===== src/rtl/secure_mem_initiator.sv =====
// secure_mem_initiator: requester-side controller for the secure key memory.
// Takes one read/write command at a time over a valid/ready channel, drives
// single-cycle memory strobes and returns one response per command. It rejects
// out-of-range addresses and times out reads that the memory never answers.
// All outputs are registered. The memory address/data bus is zeroed whenever
// no strobe is active.
module secure_mem_initiator #(
    parameter int WIDTH   = 256,
    parameter int LENGTH  = 6,
    parameter int TIMEOUT = 15,
    localparam int AW     = (LENGTH > 1) ? $clog2(LENGTH) : 1,
    localparam int CW     = $clog2(TIMEOUT + 1)
) (
    input  logic             clk,
    input  logic             rst,
    input  logic             cmd_valid,
    output logic             cmd_ready,
    input  logic             cmd_write,
    input  logic [AW-1:0]    cmd_addr,
    input  logic [WIDTH-1:0] cmd_wdata,
    output logic             rsp_valid,
    input  logic             rsp_ready,
    output logic [WIDTH-1:0] rsp_data,
    output logic             rsp_error,
    output logic             mem_rd_en,
    output logic             mem_wr_en,
    output logic [AW-1:0]    mem_addr,
    output logic [WIDTH-1:0] mem_wrData,
    input  logic [WIDTH-1:0] mem_rdData,
    input  logic             mem_rdData_valid
);

    typedef enum logic [2:0] {
        ST_IDLE,
        ST_WRITE,
        ST_READ,
        ST_WAIT,
        ST_RESP
    } state_t;

    // Number of words, widened by one bit so LENGTH itself is representable.
    localparam logic [AW:0]   LEN_W    = (AW + 1)'(LENGTH);
    // Last wait-counter value before the read is declared lost.
    localparam logic [CW-1:0] CNT_LAST = CW'(TIMEOUT - 1);
    localparam logic [CW-1:0] CNT_MAX  = CW'(TIMEOUT);

    state_t             state_reg;
    logic [CW-1:0]      cnt_reg;
    logic               cmd_ready_reg;
    logic               rsp_valid_reg;
    logic [WIDTH-1:0]   rsp_data_reg;
    logic               rsp_error_reg;
    logic               mem_rd_en_reg;
    logic               mem_wr_en_reg;
    logic [AW-1:0]      mem_addr_reg;
    logic [WIDTH-1:0]   mem_wrdata_reg;

    logic               addr_bad;

    // Range check on the incoming address.
    assign addr_bad = ({1'b0, cmd_addr} >= LEN_W);

    // Command FSM. Strobes and the memory bus default to zero each cycle, so
    // each strobe lasts exactly one cycle and no key data lingers on the bus.
    always_ff @(posedge clk) begin
        if (rst) begin
            state_reg      <= ST_IDLE;
            cnt_reg        <= '0;
            cmd_ready_reg  <= 1'b0;
            rsp_valid_reg  <= 1'b0;
            rsp_data_reg   <= '0;
            rsp_error_reg  <= 1'b0;
            mem_rd_en_reg  <= 1'b0;
            mem_wr_en_reg  <= 1'b0;
            mem_addr_reg   <= '0;
            mem_wrdata_reg <= '0;
        end else begin
            mem_rd_en_reg  <= 1'b0;
            mem_wr_en_reg  <= 1'b0;
            mem_addr_reg   <= '0;
            mem_wrdata_reg <= '0;
            case (state_reg)
                ST_IDLE: begin
                    cmd_ready_reg <= 1'b1;
                    if (cmd_valid && cmd_ready_reg) begin
                        cmd_ready_reg <= 1'b0;
                        if (addr_bad) begin
                            state_reg     <= ST_RESP;
                            rsp_valid_reg <= 1'b1;
                            rsp_error_reg <= 1'b1;
                            rsp_data_reg  <= '0;
                        end else if (cmd_write) begin
                            state_reg      <= ST_WRITE;
                            mem_wr_en_reg  <= 1'b1;
                            mem_addr_reg   <= cmd_addr;
                            mem_wrdata_reg <= cmd_wdata;
                        end else begin
                            state_reg     <= ST_READ;
                            mem_rd_en_reg <= 1'b1;
                            mem_addr_reg  <= cmd_addr;
                        end
                    end
                end
                ST_WRITE: begin
                    state_reg     <= ST_RESP;
                    rsp_valid_reg <= 1'b1;
                    rsp_error_reg <= 1'b0;
                    rsp_data_reg  <= '0;
                end
                ST_READ: begin
                    state_reg <= ST_WAIT;
                    cnt_reg   <= '0;
                end
                ST_WAIT: begin
                    if (mem_rdData_valid) begin
                        state_reg     <= ST_RESP;
                        rsp_valid_reg <= 1'b1;
                        rsp_error_reg <= 1'b0;
                        rsp_data_reg  <= mem_rdData;
                    end else if (cnt_reg >= CNT_LAST) begin
                        state_reg     <= ST_RESP;
                        rsp_valid_reg <= 1'b1;
                        rsp_error_reg <= 1'b1;
                        rsp_data_reg  <= '0;
                    end else if (cnt_reg != CNT_MAX) begin
                        cnt_reg <= cnt_reg + CW'(1);
                    end
                end
                ST_RESP: begin
                    if (rsp_ready) begin
                        state_reg     <= ST_IDLE;
                        cmd_ready_reg <= 1'b1;
                        rsp_valid_reg <= 1'b0;
                        rsp_error_reg <= 1'b0;
                        rsp_data_reg  <= '0;
                    end
                end
                default: begin
                    state_reg     <= ST_IDLE;
                    cmd_ready_reg <= 1'b0;
                    rsp_valid_reg <= 1'b0;
                    rsp_error_reg <= 1'b0;
                    rsp_data_reg  <= '0;
                end
            endcase
        end
    end

    assign cmd_ready  = cmd_ready_reg;
    assign rsp_valid  = rsp_valid_reg;
    assign rsp_data   = rsp_data_reg;
    assign rsp_error  = rsp_error_reg;
    assign mem_rd_en  = mem_rd_en_reg;
    assign mem_wr_en  = mem_wr_en_reg;
    assign mem_addr   = mem_addr_reg;
    assign mem_wrData = mem_wrdata_reg;

endmodule


===== config.mk =====
export PLATFORM = sky130hd
export DESIGN_NAME = secure_mem_initiator
export DESIGN_NICKNAME = d
export VERILOG_FILES = /design/src/rtl/secure_mem_initiator.sv
export SDC_FILE = /design/constraint.sdc
export NUM_CORES = 1
export LEC_CHECK = 0
export BUFFER_PORTS_ARGS = -buffer_cell sky130_fd_sc_hd__buf_4
export CAP_MARGIN = 20
export CORE_AREA = 3 3 408 410
export DETAILED_ROUTE_END_ITERATION = 16
export DIE_AREA = 0 0 411 413
export GPL_TIMING_DRIVEN = 0
export REMOVE_ABC_BUFFERS = 1
export SLEW_MARGIN = 5
export SYNTH_ARGS = -nofsm -noshare
export SYNTH_HDL_FRONTEND = slang
export SYNTH_SLANG_ARGS = --single-unit

===== constraint.sdc =====
create_clock -name clk -period 3.09 [get_ports clk]
set_input_delay 0.927 -clock clk [delete_from_list [all_inputs] [get_ports clk]]
set_output_delay 0.927 -clock clk [all_outputs]
set_load 0.01 [all_outputs]

# ---- Word-level counts from Yosys, hierarchy flattened
# Index checks and enable logic that the tools add are counted.
# Widths: inputs -> output; s select.
dict set report word_totals {
  word_cells 70
  register_bits 527
}
dict set report op_classes {
  n_addsub 1
  order_cmp 2
  eq_ne 12
  muxes 30
  n_bitwise 5
  reduce_logical 10
}
# op count
set op_table {}
lappend op_table {{$mux 256} 5}
lappend op_table {{$pmux 256 s4} 1}
lappend op_table {{$mux 3} 5}
lappend op_table {{$pmux 3 s5} 1}
lappend op_table {{$mux 4} 3}
lappend op_table {{$ne 2x2->1 const B} 6}
lappend op_table {{$mux 1} 10}
lappend op_table {{$pmux 4 s2} 1}
lappend op_table {{$eq 3x2->1 const B} 2}
lappend op_table {{$not 1->1} 5}
lappend op_table {{$pmux 1 s5} 1}
lappend op_table {{$reduce_and 5->1} 1}
lappend op_table {{$reduce_or 5->1} 1}
lappend op_table {{$add 4x1->4 const B} 1}
lappend op_table {{$ge 4x4->1 const B} 1}
lappend op_table {{$ne 4x4->1 const B} 1}
lappend op_table {{$pmux 1 s4} 1}
lappend op_table {{$reduce_and 4->1} 1}
lappend op_table {{$reduce_or 4->1} 1}
lappend op_table {{$eq 3x1->1 const B} 1}
lappend op_table {{$eq 3x3->1 const B} 1}
lappend op_table {{$ge 3x3->1 const B} 1}
lappend op_table {{$logic_not 3->1} 1}
lappend op_table {{$ne 3x3->1 const B} 1}
lappend op_table {{7 further kinds} 7}

# ---- Logic depth before layout (Yosys ltp)
# Gate-level depths: netlist of the first run.
dict set report logic_depth {
  ltp_word 5
  depth_mapped 8
  depth_no_buf 6
}

# ---- Least setup slack after synthesis of the first run
# Ideal clock, no wire load.
dict set report synth_timing {
  path_kind {input port to flip-flop}
  startpoint {in rst}
  endpoint {reg rsp_data_reg[132] (netlist: rsp_data[132])}
  stages 5
  n_path_buf 3
  required_ps 3031
  setup_slack_ps 888
  setup_time_ps 59
  arrival_time_ps 2144
  path_cell_list {clkbuf_1 -> nor3b_2 -> clkbuf_1 -> clkbuf_1 -> a22o_1}
}
# item line_no
set synth_rtl {}
lappend synth_rtl {{start: declaration} 15} ;# input logic rst,
lappend synth_rtl {{end signal: assignment} 119} ;# rsp_data_reg <= mem_rdData;
lappend synth_rtl {{end: declaration} 51} ;# logic [WIDTH-1:0] rsp_data_reg;

# ---- Final worst setup path of the first run
dict set report layout_timing {
  startpoint {reg state_reg[2]}
  endpoint {reg rsp_data_reg[223] (netlist: rsp_data[223])}
}
dict set report layout_between {
  elab_chain_cells 3
  word_cells_on_any_way 11
}
# item line_no
set layout_rtl {}
lappend layout_rtl {{start: declaration} 47} ;# state_t state_reg;
lappend layout_rtl {{start signal: assignment} 67} ;# state_reg <= ST_IDLE;
lappend layout_rtl {{start signal: assignment} 88} ;# state_reg <= ST_RESP;
lappend layout_rtl {{start signal: assignment} 93} ;# state_reg <= ST_WRITE;
lappend layout_rtl {{$eq 3x2->1, or another cell as far along} 82} ;# case (state_reg)
lappend layout_rtl {{$ne 3x3->1 (no source line), or another cell as far along} n/a}
lappend layout_rtl {{$reduce_and 5->1 (no source line)} n/a}
# Several ways; a longest one is shown, not always the timed one.
# A chain may end at the register's enable or synchronous reset.

==> out/results.ini, run 1 <==
[cts]
clock-sinks = 527
cts.path.max_buffers = 3
h_tree_level_count = 3
hold_buffers = 0
clk_transition_reported_paths_ns = 0.06
root_buffer = sky130_fd_sc_hd__clkbuf_16
worst_skew_pair_later_pin_latency_ns = 0.69
cts_made_buffers = 72
clock_tree_from_tritoncts = built

[routing]
detailedRoute.firstIterationViolations = 943
postRouteWirelength_mm = 138.1
drt_first_pass_iters = 5
detail_routed_via_count_per_cell = 3.361
remaining_drc_errors = 0
final_ant_viol_nets = 0
vias = 15290
post_drt_wl_per_cell_um = 30.36

[global_route]
grt_max_degree = 142
initial_antenna_violation_count = 204
overflow = 0
grt_pass1_vias = 14670
global_route.usage.total_pct = 15.41
grt_first_pass_wirelength_mm = 166.9

[synthesis]
synth.largest_area_cell = sky130_fd_sc_hd__dfxtp_1
synth.cell_area_um2 = 15400
post_synth_edffs = 0
syn_area_per_cell_um2 = 12.55
synthCells = 1227
ys_async_sr_fraction_pct = 0
synth_sequential_area_ratio_pct = 68.51
share_of_yosys_cell_area_claimed_by_the_top_area_cell_type_pct = 68.51
syn_warnings = 0
netlist_top_cells_count = 527 x sky130_fd_sc_hd__dfxtp_1, 260 x sky130_fd_sc_hd__and3_1, 256 x sky130_fd_sc_hd__a22o_1
yosys.cell_count.top_type = sky130_fd_sc_hd__dfxtp_1
post_synthesis_sequential_element_count = 527
synth_cell_types = 37
synth_area_leaders = sky130_fd_sc_hd__dfxtp_1 69%, sky130_fd_sc_hd__a22o_1 15%, sky130_fd_sc_hd__and3_1 11%
postSynth.topFlopCell = sky130_fd_sc_hd__dfxtp_1

[timing]
slew_at_the_pin_closest_to_its_max_slew_limit_ns = 0.7681
timing.final.max_slew_violations = 0
maxClockFrequency_mhz = 341.3
worst_clock_skew_ns = 0.02954
setup_tns_ns = 0
worst_slack_ns = 0.1600
unrepaired_setup_endpoints_after_global_routing = false
final_critical_delay_including_setup_and_external_delays_ns = 2.930
setup_viol_count_final = 0
min_period_over_period_pct = 94.82
max-slew-margin-rel_pct = 48.79
finalHoldViolations = 0

[power]
finalPower_uw = 17020
comb_power_share_pct = 6.1
power.sequential.fraction_pct = 40.4
net-switching-power_uw = 4115
leakage_uw = 0.01367
power.ir.vdd_worst_v = 0.0003514
cell_internal_pwr_uw = 12910
clock_power_share_pct = 53.5
pwr_cell_area_nw_per_um2 = 591.1
netSwitchingFraction_pct = 24.17

[worst_setup_path]
timing.critical_path.to = rsp_data[223]$_SDFFE_PP0P_
r2r-end = rsp_data[223]$_SDFFE_PP0P_
r2r_cells = 12
peak_fanout_along_the_critical_path = 27
setup.worst_path.end_class = flip-flop
worstSetupStartpoint = state_reg[2]$_SDFFE_PP0P_
critical_path_depth = 12
critical-path-top-cell-by-count = sky130_fd_sc_hd__buf_8
critical_path.cell_chain = nand3b_4 -> nor3b_4 -> buf_8 -> buf_8 -> buf_8 -> buf_16 -> buf_8 -> buf_8 -> buf_8 -> buf_8 -> buf_12 -> a22o_1
cp.required_ns = 3.68
critPathLaunchType = flip-flop
r2r_slack_ns = 0.16
crit_buf_inv = 9
rr_startpoint = state_reg[2]$_SDFFE_PP0P_
worst_path_max_delay_cell = sky130_fd_sc_hd__dfxtp_2
cp_top_family = buffers and inverters
timing.setup.critical_path_class = flip-flop to flip-flop
arrival_ns = 3.52
crit_path_max_incr_delay_ns = 0.39

[worst_hold_path]
hold_path_class = input port to flip-flop

[die]
io_pins = 1041
initial_core_util_pct = 9.460
placeable_core_region_um2 = 162800
fp.dieW_um = 411
die_h_um = 413
full_die_area_um2 = 169700
std_cell_rows = 148

[flow_run]
drv_cap = 0

[place]
place_worst_setup_slack_ns = -0.8940
gp_routability_congestion = 0.8369
dp_hpwl_mm = 117.9
port-buffer-count = 1040
placement.cell_area_um2 = 26050

[layout]
areaGrowthSynthToFinish_pct = 87.02
layout_cell_share_with_drive_strength_beyond_1_pct = 51.93
fin_nets = 2776
fin_area_um2 = 28800
final_core_utilization_pct = 17.69

[run_status]
result_of_the_run = finished, final reports clean

-- cell type report --
type                       count  area (um^2)
antenna                       67        167.7
clock buffer                  90         1951
clock inverter                38        596.8
fill                       17990       134000
inverter                       3        11.26
multi-input combinational    579         4315
sequential                   527        10560
tap                         2175         2721
timing repair buffer        1070         8476
-- layout by cell type (no fill, tap or decap), types with 2 or more instances in the layout --
| cell | Yosys | routed |
|---|---|---|
| sky130_fd_sc_hd__a2111oi_0 | 2 | 2 |
| sky130_fd_sc_hd__a21boi_0 | 2 | 2 |
| sky130_fd_sc_hd__a21oi_1 | 14 | 14 |
| sky130_fd_sc_hd__a22o_1 | 256 | 256 |
| sky130_fd_sc_hd__and3_1 | 260 | 260 |
| sky130_fd_sc_hd__buf_16 | 0 | 14 |
| sky130_fd_sc_hd__buf_4 | 6 | 1041 |
| sky130_fd_sc_hd__buf_8 | 0 | 11 |
| sky130_fd_sc_hd__bufbuf_16 | 0 | 2 |
| sky130_fd_sc_hd__bufinv_16 | 0 | 11 |
| sky130_fd_sc_hd__clkbuf_1 | 60 | 11 |
| sky130_fd_sc_hd__clkbuf_16 | 0 | 74 |
| sky130_fd_sc_hd__clkbuf_8 | 0 | 6 |
| sky130_fd_sc_hd__clkinv_16 | 0 | 3 |
| sky130_fd_sc_hd__clkinv_2 | 0 | 11 |
| sky130_fd_sc_hd__clkinv_4 | 0 | 4 |
| sky130_fd_sc_hd__clkinv_8 | 0 | 2 |
| sky130_fd_sc_hd__clkinvlp_4 | 0 | 6 |
| sky130_fd_sc_hd__dfxtp_1 | 527 | 524 |
| sky130_fd_sc_hd__dfxtp_4 | 0 | 2 |
| sky130_fd_sc_hd__diode_2 | 0 | 67 |
| sky130_fd_sc_hd__ha_1 | 2 | 2 |
| sky130_fd_sc_hd__inv_1 | 3 | 3 |
| sky130_fd_sc_hd__nand2_1 | 4 | 4 |
| sky130_fd_sc_hd__nand2b_1 | 2 | 2 |
| sky130_fd_sc_hd__nand3_1 | 3 | 3 |
| sky130_fd_sc_hd__nand3b_1 | 3 | 3 |
| sky130_fd_sc_hd__nor2_1 | 5 | 5 |
| sky130_fd_sc_hd__nor3_1 | 3 | 3 |
| sky130_fd_sc_hd__o21ai_0 | 4 | 4 |
-- repair_timing --
item	4_1_cts	5_1_grt
gates cloned	2	1
setup endpoints to repair	126	36
pin swaps	2	0
gates resized for setup	0	6
setup buffers	2	0
-- stage by stage --
step                      instances  hold slack (ns)
after detailed placement       4353           0.4556
after floorplan                1109           0.4751
after global placement         4324           0.4591
final                          4549           0.4648
after global routing           4485           0.4108
after CTS                      4482           0.3736
-- kinds of logic (layout without fill, tap and decap cells) --
family | count (synthesis) | after routing | share of synthesized area, %
AO/OA/AOI/OAI | 287 | 287 | 15.97
adder cells (fa/ha/maj) | 2 | 2 | 0.1625
AND/OR/NAND/NOR | 289 | 289 | 11.78
other | 0 | 67 | 0
XOR/XNOR | 1 | 1 | 0.05689
flip-flops | 527 | 527 | 68.51
buffers and inverters | 121 | 1201 | 3.518
-- per-layer routing --
metal | GRT usage [%] | part of all wire, %
met4 | 7.589 | 5.3
met3 | 11.20 | 15
met2 | 24.17 | 45
met5 | 0 | 0.70
met1 | 15.11 | 34
-- how the worst min path moves through the flow --
stage | slack, ns | cells past startpoint | startpoint | endpoint
after CTS | 0.37 | 2 | mem_rdData[196] | rsp_data[196]$_SDFFE_PP0P_
after detailed placement | 0.46 | 1 | rsp_data[105]$_SDFFE_PP0P_ | rsp_data[105]$_SDFFE_PP0P_
after floorplan | 0.48 | 2 | cnt_reg[3]$_SDFFE_PP0P_ | cnt_reg[3]$_SDFFE_PP0P_
after global routing | 0.41 | 2 | mem_rdData[222] | rsp_data[222]$_SDFFE_PP0P_
final | 0.46 | 2 | mem_rdData[147] | rsp_data[147]$_SDFFE_PP0P_
after global placement | 0.46 | 1 | rsp_data[165]$_SDFFE_PP0P_ | rsp_data[165]$_SDFFE_PP0P_
-- power groups by stage --
| stage | logic [uW] | registers [uW] | clock network [uW] |
|---|---|---|---|
| global route | 1120 | 6880 | 9690 |
| global placement | 965 | 7030 | 0 |
| detailed placement | 1050 | 7030 | 0 |
| CTS | 1060 | 6880 | 9490 |
| floorplan | 152 | 7050 | 0 |
| finish | 1050 | 6880 | 9100 |
(Power assumes the default switching activity.)
==> inputs of run 2 (changes only) <==
Settings changed: SETUP_SLACK_MARGIN set to 0.05, SLEW_MARGIN 5 to unset.
Clock period 3.09 ns to 3.6 ns, I/O delays scaled along.
==> out/results.ini, run 2 (same netlist as run 1, synthesis figures left out) <==
[power]
leakage_uw = 0.01365
pwr_cell_area_nw_per_um2 = 505.1
power.ir.vdd_worst_v = 0.0002890

[routing]
detail_routed_via_count_per_cell = 3.362
remaining_drc_errors = 0
postRouteWirelength_mm = 137.8
final_ant_viol_nets = 0
post_drt_wl_per_cell_um = 30.26
vias = 15310
drt_first_pass_iters = 7
detailedRoute.firstIterationViolations = 1021

[timing]
worst_clock_skew_ns = 0.02035
timing.final.max_slew_violations = 0
slew_at_the_pin_closest_to_its_max_slew_limit_ns = 0.8275
min_period_over_period_pct = 91.54
final_critical_delay_including_setup_and_external_delays_ns = 3.296
setup_viol_count_final = 0
unrepaired_setup_endpoints_after_global_routing = false
max-slew-margin-rel_pct = 44.84
maxClockFrequency_mhz = 303.4
setup_tns_ns = 0
finalHoldViolations = 0

[cts]
clock-sinks = 527
h_tree_level_count = 3
clk_transition_reported_paths_ns = 0.06
worst_skew_pair_later_pin_latency_ns = 0.66
root_buffer = sky130_fd_sc_hd__clkbuf_16
cts.path.max_buffers = 3
clock_tree_from_tritoncts = built
cts_made_buffers = 72

[worst_setup_path]
cp.required_ns = 4.19
critical-path-top-cell-by-count = sky130_fd_sc_hd__buf_16
setup.worst_path.end_class = flip-flop
r2r_cells = 13
peak_fanout_along_the_critical_path = 36
critPathLaunchType = flip-flop
worst_path_max_delay_cell = sky130_fd_sc_hd__or3_4
critical_path_depth = 13
timing.setup.critical_path_class = flip-flop to flip-flop
critical_path.cell_chain = inv_1 -> ha_1 -> o211a_1 -> or3_4 -> a21oi_4 -> buf_16 -> buf_16 -> buf_12 -> buf_16 -> buf_12 -> buf_16 -> buf_16 -> a22o_1
crit_path_max_incr_delay_ns = 0.41
cp_top_family = buffers and inverters
crit_buf_inv = 8
arrival_ns = 3.88

[layout]
fin_area_um2 = 28740
most-common-layout-cells = 1041 x sky130_fd_sc_hd__buf_4, 527 x sky130_fd_sc_hd__dfxtp_1, 260 x sky130_fd_sc_hd__and3_1, 256 x sky130_fd_sc_hd__a22o_1, 73 x sky130_fd_sc_hd__clkbuf_16
fin_nets = 2776
most_common_cell_after_layout_fill_and_taps_aside = sky130_fd_sc_hd__buf_4
layout_cell_share_with_drive_strength_beyond_1_pct = 51.84
nFillCells = 17890
areaGrowthSynthToFinish_pct = 86.62
multi_input_area_um2 = 4324
regArea_um2 = 10550

[flow_run]
drv_cap = 0

[global_route]
overflow = 0
grt_first_pass_wirelength_mm = 167.3
grt_pass1_vias = 14770
grt_max_degree = 142
global_route.usage.total_pct = 15.39
initial_antenna_violation_count = 202

[place]
gp_routability_congestion = 0.8369
dp_hpwl_mm = 117.6
placement.cell_area_um2 = 26030
port-buffer-count = 1040

[die]
std_cell_rows = 148
die_h_um = 413
initial_core_util_pct = 9.460
placeable_core_region_um2 = 162800
full_die_area_um2 = 169700
io_pins = 1041
fp.dieW_um = 411

[worst_hold_path]
hold_path_depth = 1
hold_path_class = flip-flop to flip-flop

[run_status]
result_of_the_run = finished, final reports clean

[run 2: what timing repair did]
| item | 4_1_cts | 5_1_grt |
|---|---|---|
| resized for setup | 0 | 0 |
| pin swaps | 1 | 1 |
| setup endpoints to repair | 58 | 28 |
| gates cloned | 1 | 0 |
| buffers inserted | 1 | 1 |
| hold buffers | 0 | 0 |
[run 2: area by class of cell]
| type | instances | area share (%) |
|---|---|---|
| Sequential cell | 527 | 36.71 |
| Timing Repair Buffer | 1069 | 29.41 |
| Multi-Input combinational cell | 580 | 15.05 |
| Tap cell | 2175 | 9.470 |
| Clock buffer | 102 | 7.328 |
| Clock inverter | 30 | 1.411 |
| Antenna cell | 67 | 0.5834 |
| Inverter | 3 | 0.03919 |
[run 2: where the power goes]
part	total [uW]	internal (uW)	leakage (uW)	switching [uW]
registers	5900	5880	0.00425	22.2
clock network	7730	4610	0.00123	3120
logic	881	506	0.00817	375
[run 2: metal layers]
metal / vias up / wire (um) / GRT usage, %
li1: 6672 / - / -
met4: 178 / 6535 / 6.681
met5: - / 1228 / 0
met3: 353 / 22560 / 12.41
met2: 851 / 62380 / 24.26
met1: 7253 / 45070 / 14.61
[run 2: path summary, 6_finish.rpt]
check,from,slack (ns),end
worst max-delay path,cnt_reg[0]$_SDFFE_PP0P_,0.30,rsp_data[201]$_SDFFE_PP0P_
worst min-delay path,rsp_data[166]$_SDFFE_PP0P_,0.48,rsp_data[166]$_SDFFE_PP0P_
worst max register to register,cnt_reg[0]$_SDFFE_PP0P_,0.30,rsp_data[201]$_SDFFE_PP0P_
worst min register to register,rsp_data[166]$_SDFFE_PP0P_,0.48,rsp_data[166]$_SDFFE_PP0P_
[run 2: metrics by stage]
stage	utilization (%)	power [uW]	hold WS, ns	setup WS [ns]	cells
after global placement	15.60	6859	0.4591	-11.86	4324
final	17.65	14510	0.4752	0.3045	4553
after CTS	17.55	14860	0.4774	0.1398	4485
after global routing	17.55	15090	0.4832	0.1424	4488
after floorplan	-	6183	0.4751	-5.528	1109
after detailed placement	15.99	6922	0.4578	-0.5747	4351
==> inputs of run 3 (changes only) <==
Settings changed: CELL_PAD_IN_SITES_DETAIL_PLACEMENT set to 1, CELL_PAD_IN_SITES_GLOBAL_PLACEMENT set to 1, CORE_AREA 3 3 408 410 to 3 3 401 403, DIE_AREA 0 0 411 413 to 0 0 404 406, PLACE_DENSITY_LB_ADDON set to 0.1.
==> out/results.ini, run 3 (same netlist as run 1, synthesis figures left out) <==
[run_status]
result_of_the_run = finished, final reports clean

[layout]
fin_nets = 2783
layout_cell_share_with_drive_strength_beyond_1_pct = 51.68
fin_area_um2 = 28560
areaGrowthSynthToFinish_pct = 85.49
most-common-layout-cells = 1039 x sky130_fd_sc_hd__buf_4, 527 x sky130_fd_sc_hd__dfxtp_1, 260 x sky130_fd_sc_hd__and3_1, 256 x sky130_fd_sc_hd__a22o_1, 79 x sky130_fd_sc_hd__clkbuf_16
nFillCells = 18060
layout.cells.non_filler = 4413
most_common_cell_after_layout_fill_and_taps_aside = sky130_fd_sc_hd__buf_4

[worst_hold_path]
hold_path_class = flip-flop to flip-flop

[timing]
finalHoldViolations = 0
max-slew-margin-rel_pct = 45.93
final_critical_delay_including_setup_and_external_delays_ns = 3.025
min_period_over_period_pct = 84.04
timing.final.max_slew_violations = 0
slew_at_the_pin_closest_to_its_max_slew_limit_ns = 0.8110
setup_viol_count_final = 0
worst_clock_skew_ns = 0.02801
maxClockFrequency_mhz = 330.5
unrepaired_setup_endpoints_after_global_routing = false

[global_route]
grt_first_pass_wirelength_mm = 137.9
initial_antenna_violation_count = 62
overflow = 0
global_route.usage.total_pct = 12.14
grt_pass1_vias = 15730
grt_max_degree = 152

[worst_setup_path]
critical-path-top-cell-by-count = sky130_fd_sc_hd__buf_12
worst_path_max_delay_cell = sky130_fd_sc_hd__a21oi_4
peak_fanout_along_the_critical_path = 32
setup.worst_path.end_class = flip-flop
cp_top_family = buffers and inverters
arrival_ns = 3.61
critPathLaunchType = flip-flop
crit_buf_inv = 6
cp.required_ns = 4.19
crit_path_max_incr_delay_ns = 0.46
critical_path.cell_chain = inv_1 -> ha_1 -> o211a_1 -> or3_4 -> a21oi_4 -> buf_16 -> buf_12 -> buf_12 -> buf_16 -> buf_12 -> a22o_1
timing.setup.critical_path_class = flip-flop to flip-flop

[cts]
root_buffer = sky130_fd_sc_hd__clkbuf_16
h_tree_level_count = 3
clock-sinks = 527
cts_made_buffers = 79
clk_transition_reported_paths_ns = 0.05
clock_tree_from_tritoncts = built
cts_resized = 0
cts.repair_timing.setup_buffer_count = 0
worst_skew_pair_later_pin_latency_ns = 0.67
hold_buffers = 0
cts.path.max_buffers = 3

[routing]
postRouteWirelength_mm = 104.5
vias = 14500
post_drt_wl_per_cell_um = 23.68
detailedRoute.firstIterationViolations = 498
final_ant_viol_nets = 0
remaining_drc_errors = 0
detail_routed_via_count_per_cell = 3.285
drt_first_pass_iters = 4

[place]
port-buffer-count = 1040
dp_hpwl_mm = 84.62
placedCellCount = 4251
placement.cell_area_um2 = 25980
gp_routability_congestion = 0.7570

[flow_run]
drv_cap = 0

[power]
power.ir.vdd_worst_v = 0.0003341
pwr_cell_area_nw_per_um2 = 501.7
leakage_uw = 0.01368

[die]
initial_core_util_pct = 9.756
die_h_um = 406
std_cell_rows = 146
fp.dieW_um = 404
full_die_area_um2 = 164000
placeable_core_region_um2 = 157800
io_pins = 1041

[run 3: cell count changes in the layout (fill, tap and decap cells not counted), moves of 3 or more]
cell | previous run | this run
sky130_fd_sc_hd__clkbuf_16 | 73 | 79
sky130_fd_sc_hd__bufinv_16 | 7 | 0
sky130_fd_sc_hd__diode_2 | 67 | 23
sky130_fd_sc_hd__clkbuf_1 | 12 | 19
sky130_fd_sc_hd__clkinv_2 | 11 | 14
[run 3: path summary, 6_finish.rpt]
path	startpoint	cells past startpoint	to	slack, ns
setup / recovery	cnt_reg[0]$_SDFFE_PP0P_	11	rsp_data[41]$_SDFFE_PP0P_	0.57
hold / removal	rsp_data[201]$_SDFFE_PP0P_	1	rsp_data[201]$_SDFFE_PP0P_	0.47
setup reg to reg	cnt_reg[0]$_SDFFE_PP0P_	11	rsp_data[41]$_SDFFE_PP0P_	0.57
hold reg to reg	rsp_data[201]$_SDFFE_PP0P_	1	rsp_data[201]$_SDFFE_PP0P_	0.47
[run 3: metal layers]
layer,GRT usage (%),share of wire [%],wire [um]
met1,12.02,35,36210
met2,21.47,50,52530
met3,7.262,12,12980
met5,0,0.36,375
met4,3.111,2.3,2386
[run 3: area by class of cell]
type / count / area (um^2) / share of cell area (%)
diodes: 23 / 57.56 / 0.2015
multi-input cells: 579 / 4315 / 15.11
clock buffers: 115 / 2282 / 7.990
clock inverters: 24 / 237.7 / 0.8323
flip-flops and latches: 527 / 10550 / 36.94
inverters: 3 / 11.26 / 0.03943
well taps: 2072 / 2592 / 9.077
repair buffers: 1070 / 8516 / 29.81
[run 3: report_power, final]
part	total, uW	internal (uW)	switching (uW)
registers	5910	5890	23.8
clock network	7560	4430	3140
logic	858	507	351
total	14300	10800	3510
[run 3: metrics by stage]
stage                TNS, ns  worst slack (ns)  hold slack (ns)  total power (uW)  util, %
finish                     0            0.5745           0.4732             14330    18.10
global placement    -4621.33            -12.74           0.4593              6859    16.01
floorplan           -1694.33            -5.528           0.4751              6183        -
global route               0            0.3444           0.4845             15090    18.06
detailed placement         0            0.1096           0.4554              6918    16.46
CTS                        0            0.4878           0.4762             14840    18.06
